File: src/rtl/bmm_pkg.sv
// Shared constants, helpers and state type for the block matrix multiplier.
// NT/IW describe the default 4x4 matrix with 2x2 tiles.
package bmm_pkg;

    localparam int SIZE_DEF       = 4;
    localparam int BLOCK_SIZE_DEF = 2;

    function automatic int calc_iw(input int nt);
        return (nt > 1) ? $clog2(nt) : 1;
    endfunction

    localparam int NT = SIZE_DEF / BLOCK_SIZE_DEF;
    localparam int IW = calc_iw(NT);

    // Element index in a row-major packed matrix; scale by DATA_WIDTH for bits.
    function automatic int elem_off(input int row, input int col, input int width);
        return row * width + col;
    endfunction

    typedef enum logic {
        IDLE,
        ISSUE
    } feeder_state_e;

endpackage

File: src/rtl/bmm_tile_select.sv
// Combinational slicer: picks BLOCK_SIZE rows of A and BLOCK_SIZE columns of B
// for the requested tile and repacks them into the bmm_partial layout.
module bmm_tile_select
    import bmm_pkg::*;
#(
    parameter int BLOCK_SIZE = 2,
    parameter int DATA_WIDTH = 4,
    parameter int SIZE       = 4,
    parameter int IDX_W      = 1
) (
    input  logic [SIZE*SIZE*DATA_WIDTH-1:0]       a_mat,
    input  logic [SIZE*SIZE*DATA_WIDTH-1:0]       b_mat,
    input  logic [IDX_W-1:0]                      tile_row,
    input  logic [IDX_W-1:0]                      tile_col,
    output logic [BLOCK_SIZE*SIZE*DATA_WIDTH-1:0] a_rows,
    output logic [SIZE*BLOCK_SIZE*DATA_WIDTH-1:0] b_cols
);

    always_comb begin
        a_rows = '0;
        b_cols = '0;
        for (int i = 0; i < BLOCK_SIZE; i++) begin
            for (int k = 0; k < SIZE; k++) begin
                a_rows[elem_off(i, k, SIZE)*DATA_WIDTH +: DATA_WIDTH] =
                    a_mat[elem_off(int'(tile_row)*BLOCK_SIZE + i, k, SIZE)*DATA_WIDTH +: DATA_WIDTH];
            end
        end
        for (int k = 0; k < SIZE; k++) begin
            for (int j = 0; j < BLOCK_SIZE; j++) begin
                b_cols[elem_off(k, j, BLOCK_SIZE)*DATA_WIDTH +: DATA_WIDTH] =
                    b_mat[elem_off(k, int'(tile_col)*BLOCK_SIZE + j, SIZE)*DATA_WIDTH +: DATA_WIDTH];
            end
        end
    end

endmodule

File: src/rtl/bmm_block_feeder.sv
// Captures a full A/B operand pair and issues every tile pair to bmm_partial
// in row-major tile order, one tile per accepted transfer.
module bmm_block_feeder
    import bmm_pkg::*;
#(
    parameter int BLOCK_SIZE = BLOCK_SIZE_DEF,
    parameter int DATA_WIDTH = 4,
    parameter int SIZE       = SIZE_DEF,
    localparam int N_TILES   = SIZE / BLOCK_SIZE,
    localparam int IDX_W     = calc_iw(N_TILES),
    localparam int MAT_W     = SIZE * SIZE * DATA_WIDTH,
    localparam int TILE_W    = BLOCK_SIZE * SIZE * DATA_WIDTH
) (
    input  logic              clk,
    input  logic              rst,
    input  logic              load_valid,
    output logic              load_ready,
    input  logic [MAT_W-1:0]  A_in,
    input  logic [MAT_W-1:0]  B_in,
    output logic [TILE_W-1:0] A_rows,
    output logic [TILE_W-1:0] B_cols,
    output logic              valid_out,
    input  logic              ready_in,
    output logic [IDX_W-1:0]  tile_row,
    output logic [IDX_W-1:0]  tile_col,
    output logic              last_tile,
    output logic              done
);

    localparam logic [IDX_W-1:0] LAST_IDX = IDX_W'(N_TILES - 1);

    feeder_state_e     state_q, state_d;
    logic [MAT_W-1:0]  a_mat_q, a_mat_d;
    logic [MAT_W-1:0]  b_mat_q, b_mat_d;
    logic [IDX_W-1:0]  tile_row_q, tile_row_d;
    logic [IDX_W-1:0]  tile_col_q, tile_col_d;
    logic              valid_q, valid_d;
    logic              last_q, last_d;
    logic              done_q, done_d;
    logic [TILE_W-1:0] a_rows_q, a_rows_d;
    logic [TILE_W-1:0] b_cols_q, b_cols_d;
    logic [TILE_W-1:0] sel_a;
    logic [TILE_W-1:0] sel_b;

    always_comb begin
        state_d    = state_q;
        a_mat_d    = a_mat_q;
        b_mat_d    = b_mat_q;
        tile_row_d = tile_row_q;
        tile_col_d = tile_col_q;
        valid_d    = valid_q;
        done_d     = 1'b0;
        case (state_q)
            IDLE: begin
                if (load_valid) begin
                    a_mat_d    = A_in;
                    b_mat_d    = B_in;
                    tile_row_d = '0;
                    tile_col_d = '0;
                    valid_d    = 1'b1;
                    state_d    = ISSUE;
                end
            end
            ISSUE: begin
                if (ready_in) begin
                    if (last_q) begin
                        tile_row_d = '0;
                        tile_col_d = '0;
                        valid_d    = 1'b0;
                        done_d     = 1'b1;
                        state_d    = IDLE;
                    end else if (tile_col_q < LAST_IDX) begin
                        tile_col_d = tile_col_q + IDX_W'(1);
                    end else begin
                        tile_col_d = '0;
                        tile_row_d = tile_row_q + IDX_W'(1);
                    end
                end
            end
            default: state_d = IDLE;
        endcase
        last_d = valid_d && (tile_row_d == LAST_IDX) && (tile_col_d == LAST_IDX);
    end

    // Slice from the next-cycle storage and indices so the outputs are registered.
    bmm_tile_select #(
        .BLOCK_SIZE (BLOCK_SIZE),
        .DATA_WIDTH (DATA_WIDTH),
        .SIZE       (SIZE),
        .IDX_W      (IDX_W)
    ) u_tile_select (
        .a_mat    (a_mat_d),
        .b_mat    (b_mat_d),
        .tile_row (tile_row_d),
        .tile_col (tile_col_d),
        .a_rows   (sel_a),
        .b_cols   (sel_b)
    );

    always_comb begin
        a_rows_d = valid_d ? sel_a : '0;
        b_cols_d = valid_d ? sel_b : '0;
    end

    always_ff @(posedge clk) begin
        if (rst) begin
            state_q    <= IDLE;
            tile_row_q <= '0;
            tile_col_q <= '0;
            valid_q    <= 1'b0;
            last_q     <= 1'b0;
            done_q     <= 1'b0;
            a_rows_q   <= '0;
            b_cols_q   <= '0;
        end else begin
            state_q    <= state_d;
            tile_row_q <= tile_row_d;
            tile_col_q <= tile_col_d;
            valid_q    <= valid_d;
            last_q     <= last_d;
            done_q     <= done_d;
            a_rows_q   <= a_rows_d;
            b_cols_q   <= b_cols_d;
        end
    end

    // Operand storage needs no reset; it only changes on an accepted load.
    always_ff @(posedge clk) begin
        a_mat_q <= a_mat_d;
        b_mat_q <= b_mat_d;
    end

    assign load_ready = (state_q == IDLE);
    assign A_rows     = a_rows_q;
    assign B_cols     = b_cols_q;
    assign valid_out  = valid_q;
    assign tile_row   = tile_row_q;
    assign tile_col   = tile_col_q;
    assign last_tile  = last_q;
    assign done       = done_q;

endmodule

File: config.mk
export PLATFORM = sky130hd
export DESIGN_NAME = bmm_block_feeder
export DESIGN_NICKNAME = d
export VERILOG_FILES = /design/src/rtl/bmm_pkg.sv /design/src/rtl/bmm_tile_select.sv /design/src/rtl/bmm_block_feeder.sv
export SDC_FILE = /design/constraint.sdc
export NUM_CORES = 1
export LEC_CHECK = 0
export CORE_UTILIZATION = 42
export DETAILED_ROUTE_END_ITERATION = 8
export GPL_TIMING_DRIVEN = 0
export PLACE_DENSITY = 0.82
export SYNTH_ARGS = -nofsm -noshare
export SYNTH_HDL_FRONTEND = slang
export SYNTH_SLANG_ARGS = --single-unit
File: constraint.sdc
create_clock -name clk -period 1.56 [get_ports clk]
set_clock_uncertainty 0.1 [all_clocks]
set_input_delay 0.156 -clock clk [delete_from_list [all_inputs] [get_ports clk]]
set_output_delay 0.156 -clock clk [all_outputs]
set_load 0.02 [all_outputs]
## Yosys cells after proc, flatten, opt, wreduce, memory -nomap -nowiden

Cells that the tools add are included.

- Output and inout port bits: 70
- Memory bits (read-only): 0
- Memory bits (writable): 0
- Latch bits: 0
- Bits in registers: 198
- Word-level logic and storage cells: 73
- Memories kept: 0

- $mul: 0
- Equality and inequality tests: 0
- Mux-type cells: 23
- Shifts and indexed selects: 16
- Divide/modulo/power cells: 0
- $add $sub $neg: 16
- Bitwise gates (word level): 3
- Reduce and logical (&&, ||, !) cells: 4
- Order comparisons: 1

Operators by type and width:

| cell | number |
|---|---|
| $shiftx A64 B32 Y4 | 13 |
| $mux W64 | 4 |
| $shiftx A64 B5 Y4 | 1 |
| $shiftx A64 B7 Y4 | 1 |
| $shiftx A64 B8 Y4 | 1 |
| $add A5 B30 Y30 const A | 2 |
| $add A30 B3 Y30 const B | 1 |
| $add A4 B30 Y30 const A | 1 |
| $mux W1 | 15 |
| $add A4 B2 Y5 const A | 2 |
| $add A4 B2 Y5 const B | 2 |
| $pmux W1 S2 | 4 |
| $add A2 B1 Y3 const B | 2 |
| $add A5 B1 Y6 const B | 1 |
| $add A5 B2 Y6 const B | 1 |
| $add A4 B1 Y5 const B | 1 |
| $add A3 B2 Y4 const A | 1 |
| $not A1 Y1 | 3 |
| $reduce_or A3 Y1 | 1 |
| $add A1 B1 Y1 const B | 2 |
| $logic_and A1 B1 Y1 | 2 |
| $reduce_or A2 Y1 | 1 |
| $lt A1 B1 Y1 const B | 1 |

## Logic depth before layout (Yosys ltp)

Gate-level depths: netlist of run 1.

- Depth in word-level cells: 8
- Gate-level depth with buffers: 6
- Mapped depth without buffers: 4

## Cells and area by module

From an unflattened synthesis of run 1, not the netlist that was laid out.

- Cell total of the unflattened synthesis: 507
- Area total of the unflattened synthesis: 7753.7 um^2

Modules (own cells, without submodules):

| module | cells an instance | sequential area each (um^2) | area each (um^2) | instances |
|---|---|---|---|---|
| bmm_block_feeder | 435 | 3963.8 | 6665.1 | 1 |
| bmm_tile_select | 72 | 0.0 | 1088.5 | 1 |

## Least setup slack after synthesis of run 1

OpenSTA, ideal clock, no wires.

- Path type: reg2reg
- Start point: register tile_col_q (netlist: tile_col)
- End point: register b_cols_q[23] (netlist: B_cols[23])
- Path slack: -0.093 ns
- Arrival time: 1.430 ns
- Period minus slack after synthesis: 1.653 ns
- Setup time: 0.123 ns
- Buffers on the path: 2
- Stages on the path, launching flop included: 7
- Cell sequence: dfxtp_1 > nor3b_1 > o21ai_1 > and2_0 > clkbuf_1 > buf_2 > o21ai_0

- Cells in the longest elaborated chain, start to end: 8
- Elaborated cells between the ends (all ways): 10
- Classes of those cells: add/sub (3); order compare (1); shift (1); mux (5)

RTL lines:

| element | RTL line | text |
|---|---|---|
| start: declaration | bmm_block_feeder.sv:36 | `logic [IDX_W-1:0] tile_col_q, tile_col_d;` |
| start signal: assignment | bmm_block_feeder.sv:118 | `tile_col_q <= tile_col_d;` |
| $add A1 B1 Y1 / $lt A1 B1 Y1 (equally long branches) | bmm_block_feeder.sv:73, bmm_block_feeder.sv:72 |  |
| $mux W1 | bmm_block_feeder.sv:72 | `end else if (tile_col_q < LAST_IDX) begin` |
| $mux W1 | bmm_block_feeder.sv:66 | `if (last_q) begin` |
| $mux W1 | bmm_block_feeder.sv:65 | `if (ready_in) begin` |
| $pmux W1 S2 * | bmm_block_feeder.sv:53 | `case (state_q)` |
| $add A2 B1 Y3 * | bmm_tile_select.sv:31 | `b_mat[elem_off(k, int'(tile_col)*BLOCK_SIZE + j, SIZE)*DATA_WIDTH +: DATA_WIDTH];` |
| $add A5 B30 Y30 * | bmm_pkg.sv:17 | `return row * width + col;` |
| $shiftx A64 B32 Y4 * | bmm_tile_select.sv:31 |  |
| end signal: assignment | bmm_block_feeder.sv:123 | `b_cols_q <= b_cols_d;` |
| end: declaration | bmm_block_feeder.sv:41 | `logic [TILE_W-1:0] b_cols_q, b_cols_d;` |

Every way passes the cells marked *; elsewhere a longest branch is shown, timed or not.
A chain may end at the register's enable or synchronous reset.

## Final worst setup path of run 1

- Start point: register state_q
- End point: register b_cols_q[22] (netlist: B_cols[22])

- Cells in the longest elaborated chain, start to end: 5
- Elaborated cells between the ends (all ways): 9
- Classes of those cells: add/sub (2); shift (1); mux (3); bitwise (2); reduce/logical (1)

RTL lines:

| element | RTL line | text |
|---|---|---|
| start: declaration | bmm_block_feeder.sv:32 | `feeder_state_e state_q, state_d;` |
| start signal: assignment | bmm_block_feeder.sv:116 | `state_q <= state_d;` |
| $not A1 Y1 | -- |  |
| $pmux W1 S2 | bmm_block_feeder.sv:53 |  |
| $add A2 B1 Y3 | bmm_tile_select.sv:31 |  |
| $add A5 B30 Y30 | bmm_pkg.sv:17 |  |
| $shiftx A64 B32 Y4 | bmm_tile_select.sv:31 |  |

Several ways; a longest one is shown, not always the timed one.

==> impl_metrics.env, run 1 <==
export IMPL_status="finished, violations left"
export IMPL_violations="setup timing"
export IMPL_fin_crit_sh_pct=108.9
export IMPL_portBuffers=201
export IMPL_reg2reg_from="state_q"
export IMPL_max_slew_margin_pct=67.05
export IMPL_endpoint="B_cols[22]"
export IMPL_cp_required_ns=1.82
export IMPL_hp_class="primary input to flop"
export IMPL_final_layout_size_suffix_gt1_share_pct=33.76
export IMPL_switchingPower_mw=3.453
export IMPL_timing_final_ws_setup_ns=-0.1388
export IMPL_critical_path_max_stage_delay_ns=0.36
export IMPL_ys_types=25
export IMPL_wl_um=21660
export IMPL_ir_drop_v=0.0008193
export IMPL_path_clk_slew_ns=0.07
export IMPL_tns_ns=-5.040
export IMPL_yosysTopAreaCellShare_pct=58.72
export IMPL_vias=5549
export IMPL_cts_tree="done"
export IMPL_layout_commonest_cell="dfxtp_1"
export IMPL_comb_power_share_pct=23.1
export IMPL_wl_per_cell_um=20.07
export IMPL_antenna_cells=0
export IMPL_num_io_pins=202
export IMPL_setup_viol=66
export IMPL_cpMaxStageDelayCell="dfxtp_4"
export IMPL_synth_top_cell_by_area="dfxtp_1"
export IMPL_r2r_end="B_cols[22]"
export IMPL_cts_buffers=17
export IMPL_grt_pass1_vias=5548
export IMPL_ctsHtreeMaxLevel=4
export IMPL_min_delay_start="B_in[48]"
export IMPL_fillers=1091
export IMPL_switching_share_pct=25.54
export IMPL_cp_startpoint="state_q"
export IMPL_power_leakage_nw=4.828
export IMPL_synthesis_nets=722
export IMPL_grt_max_degree=17
export IMPL_drc=0
export IMPL_p_int_mw=10.07
export IMPL_startpoint_type="flop"
export IMPL_rr_worst_depth=8
export IMPL_cp_top_family="buffers and inverters"
export IMPL_fin_crit_ns=1.699
export IMPL_cpMostUsedCell="clkbuf_16"
export IMPL_p_seq_share_pct=44.2
export IMPL_die_h_um=128.8
export IMPL_cp_data_arrival_time_ns=1.96
export IMPL_layout_common_cells="dfxtp_1, clkdlybuf4s50_1, mux2_4, dlygate4sd2_1, nand4_1"
export IMPL_fmax_ghz=0.5887
export IMPL_nets=987
export IMPL_first_iter_violations=493
export IMPL_cp_num_buf_inv=4
export IMPL_grt_pass1_wl_um=29830
export IMPL_final_cells=1079
export IMPL_antenna_found_initial=0
export IMPL_cts_root_buf="clkbuf_16"
export IMPL_pre_cts_ws_ns=-0.7740
export IMPL_die_width_um=128.8
export IMPL_viasPerCell=5.143
export IMPL_worst_pin_slew_ns=0.4942
export IMPL_rows=45
export IMPL_clk_latency_ns=0.43
export IMPL_place_hpwl_um=12920
export IMPL_gp_congestion=0.7761
export IMPL_clock_path_buffers=2
export IMPL_rsz0062_at_grt="true"
export IMPL_clkSinkCount=198
export IMPL_first_pass_iters=4
export IMPL_worst_path_max_fanout=7
export IMPL_critical_path_cell_count=8
export IMPL_clkPwrFrac_pct=32.7
export IMPL_powerDensity_nw_per_um2=1202
export IMPL_grt_ovfl_total=0
export IMPL_worst_setup_path_type="flop to flop"
export IMPL_path_cells="buf_6, o21bai_4, a21oi_4, buf_12, clkbuf_16, clkbuf_16, nand4_1, o21ai_1"
export IMPL_coreArea_um2=15430
export IMPL_ys_ff_latch=198
export IMPL_ant_nets=0
export IMPL_slew_viol_final=0
export IMPL_track_usage_pct=24.06
export IMPL_syn_inst=590
export IMPL_area_growth_pct=66.64
export IMPL_synth_warnings=0
export IMPL_dieArea_um2=16580
export IMPL_synth_seq_area_share_pct=58.72
export IMPL_synthTopCellsByArea="dfxtp_1, mux2_2, nand4_1"
export IMPL_syn_avg_cell_area_um2=11.44
export IMPL_dp_cells=1002
export IMPL_synthesis_area_um2=6750
export IMPL_initial_core_util_pct=43.76
export IMPL_reg2reg_slack_ns=-0.14
export IMPL_end_kind="flop"
export IMPL_max_cap_violations=0
export IMPL_finalHoldViolCount=0
==> how the worst min path moves through the flow <==
stage                     slack [ns]  cells after the start          end
after floorplan                 0.12                      1     tile_col
after global placement          0.36                      1   b_mat_q[3]
after detailed placement        0.36                      1  a_mat_q[15]
after CTS                       0.23                      2   a_mat_q[4]
after global routing            0.23                      2  a_mat_q[11]
final                           0.25                      2  b_mat_q[48]
==> metal layers <==
| layer | wire length (µm) | GRT usage (%) |
|---|---|---|
| met3 | 1534 | 7.277 |
| met5 | 0 | 0 |
| met4 | 422 | 7.059 |
| met2 | 10380 | 40.41 |
| met1 | 9316 | 29.73 |
==> state kept, by name, indices dropped and copies added (netlist names) <==
register,count
state_q,1
A_rows,32
done,1
last_tile,1
tile_row,1
tile_col,1
valid_out,1
a_mat_q,64
b_mat_q,64
B_cols,32
==> synth_stat cells <==
library cell,number
dfxtp_1,198
mux2_2,128
and2_0,1
buf_2,25
buf_4,6
nor3b_2,1
a21oi_1,2
nor2_1,4
buf_6,1
a21bo_2,1
buf_1,3
nand3b_1,1
o21ai_0,34
nor3_1,1
nand4_1,64
and2_1,1
a211o_1,1
inv_2,1
nor2b_1,3
nand2b_1,1
nand2_1,66
nor3b_1,1
o21ai_1,32
o21bai_1,1
clkbuf_1,13
==> power groups by stage <==
| stage | clock network (mW) | registers [mW] | logic [mW] |
|---|---|---|---|
| finish | 4.42 | 5.97 | 3.12 |
| global route | 4.69 | 6.04 | 3.30 |
| CTS | 4.42 | 5.96 | 2.66 |
| detailed placement | 0 | 6.07 | 2.30 |
| global placement | 0 | 6.04 | 2.25 |
| floorplan | 0 | 6.27 | 1.06 |
==> cell families (layout without fill, tap and decap cells) <==
kind of cell           after synthesis  after routing  share of synthesized area (%)
AND/OR/NAND/NOR                    144            144                          10.86
AO/OA/AOI/OAI                       71             71                          5.431
buffers and inverters               49            327                          3.633
multiplexers                       128            128                          21.35
flip-flops                         198            198                          58.72
==> worst register-to-register path: stages, from the launching register on <==
cell and delay (ns):
dfxtp_4 0.36, buf_6 0.13, o21bai_4 0.18, a21oi_4 0.18, buf_12 0.16, clkbuf_16 0.17, clkbuf_16 0.14, nand4_1 0.09
o21ai_1 0.12
==> per-stage QoR <==
step                hold WS [ns]  total power, mW  cell area [µm²]  util, %
global route              0.2305            14.03            11250    72.91
detailed placement        0.3608            8.372             9040    58.60
finish                    0.2457            13.52            11250    72.91
floorplan                 0.1187            7.330             6764        -
CTS                       0.2322            13.04            10520    68.16
global placement          0.3551            8.292             9040    58.60
==> layout make-up <==
class	instances	area [µm²]	share of cell area, %
multi-input cells	343	2958	26.30
inverters	1	3.754	0.03337
plain buffers	46	645.6	5.740
well taps	211	264.0	2.347
clock buffers	22	474.2	4.216
repair buffers	248	2806	24.95
clock inverters	10	121.4	1.079
flip-flops and latches	198	3975	35.34
==> timing repair <==
| action | CTS | global route |
|---|---|---|
| endpoints found under the hold margin | 0 | 0 |
| hold buffers | 0 | 0 |
| setup buffers | 18 | 5 |
| endpoints found under the setup margin | 247 | 86 |
| cloned | 10 | 17 |
| pin swaps | 4 | 35 |
| resized for setup | 245 | 112 |
Power figures use the tool's default switching activity.
==> inputs of run 2 (changes only) <==
--- a/config.mk
+++ b/config.mk
@@ -5,6 +5,7 @@
 export SDC_FILE = /design/constraint.sdc
 export NUM_CORES = 1
 export LEC_CHECK = 0
+export ABC_CLOCK_PERIOD_IN_PS = 1560
 export CORE_UTILIZATION = 42
 export DETAILED_ROUTE_END_ITERATION = 8
 export GPL_TIMING_DRIVEN = 0
==> results of run 2 <==
No change in the layout: final DEF, timing and power equal those of run 1.
==> inputs of run 3 (changes only) <==
--- a/config.mk
+++ b/config.mk
@@ -7,6 +7,7 @@
 export LEC_CHECK = 0
 export ABC_CLOCK_PERIOD_IN_PS = 1560
 export CORE_UTILIZATION = 42
+export CTS_CLUSTER_SIZE = 10
 export DETAILED_ROUTE_END_ITERATION = 8
 export GPL_TIMING_DRIVEN = 0
 export PLACE_DENSITY = 0.82
==> results of run 3 <==
No change in the layout: final DEF, timing and power equal those of run 1.
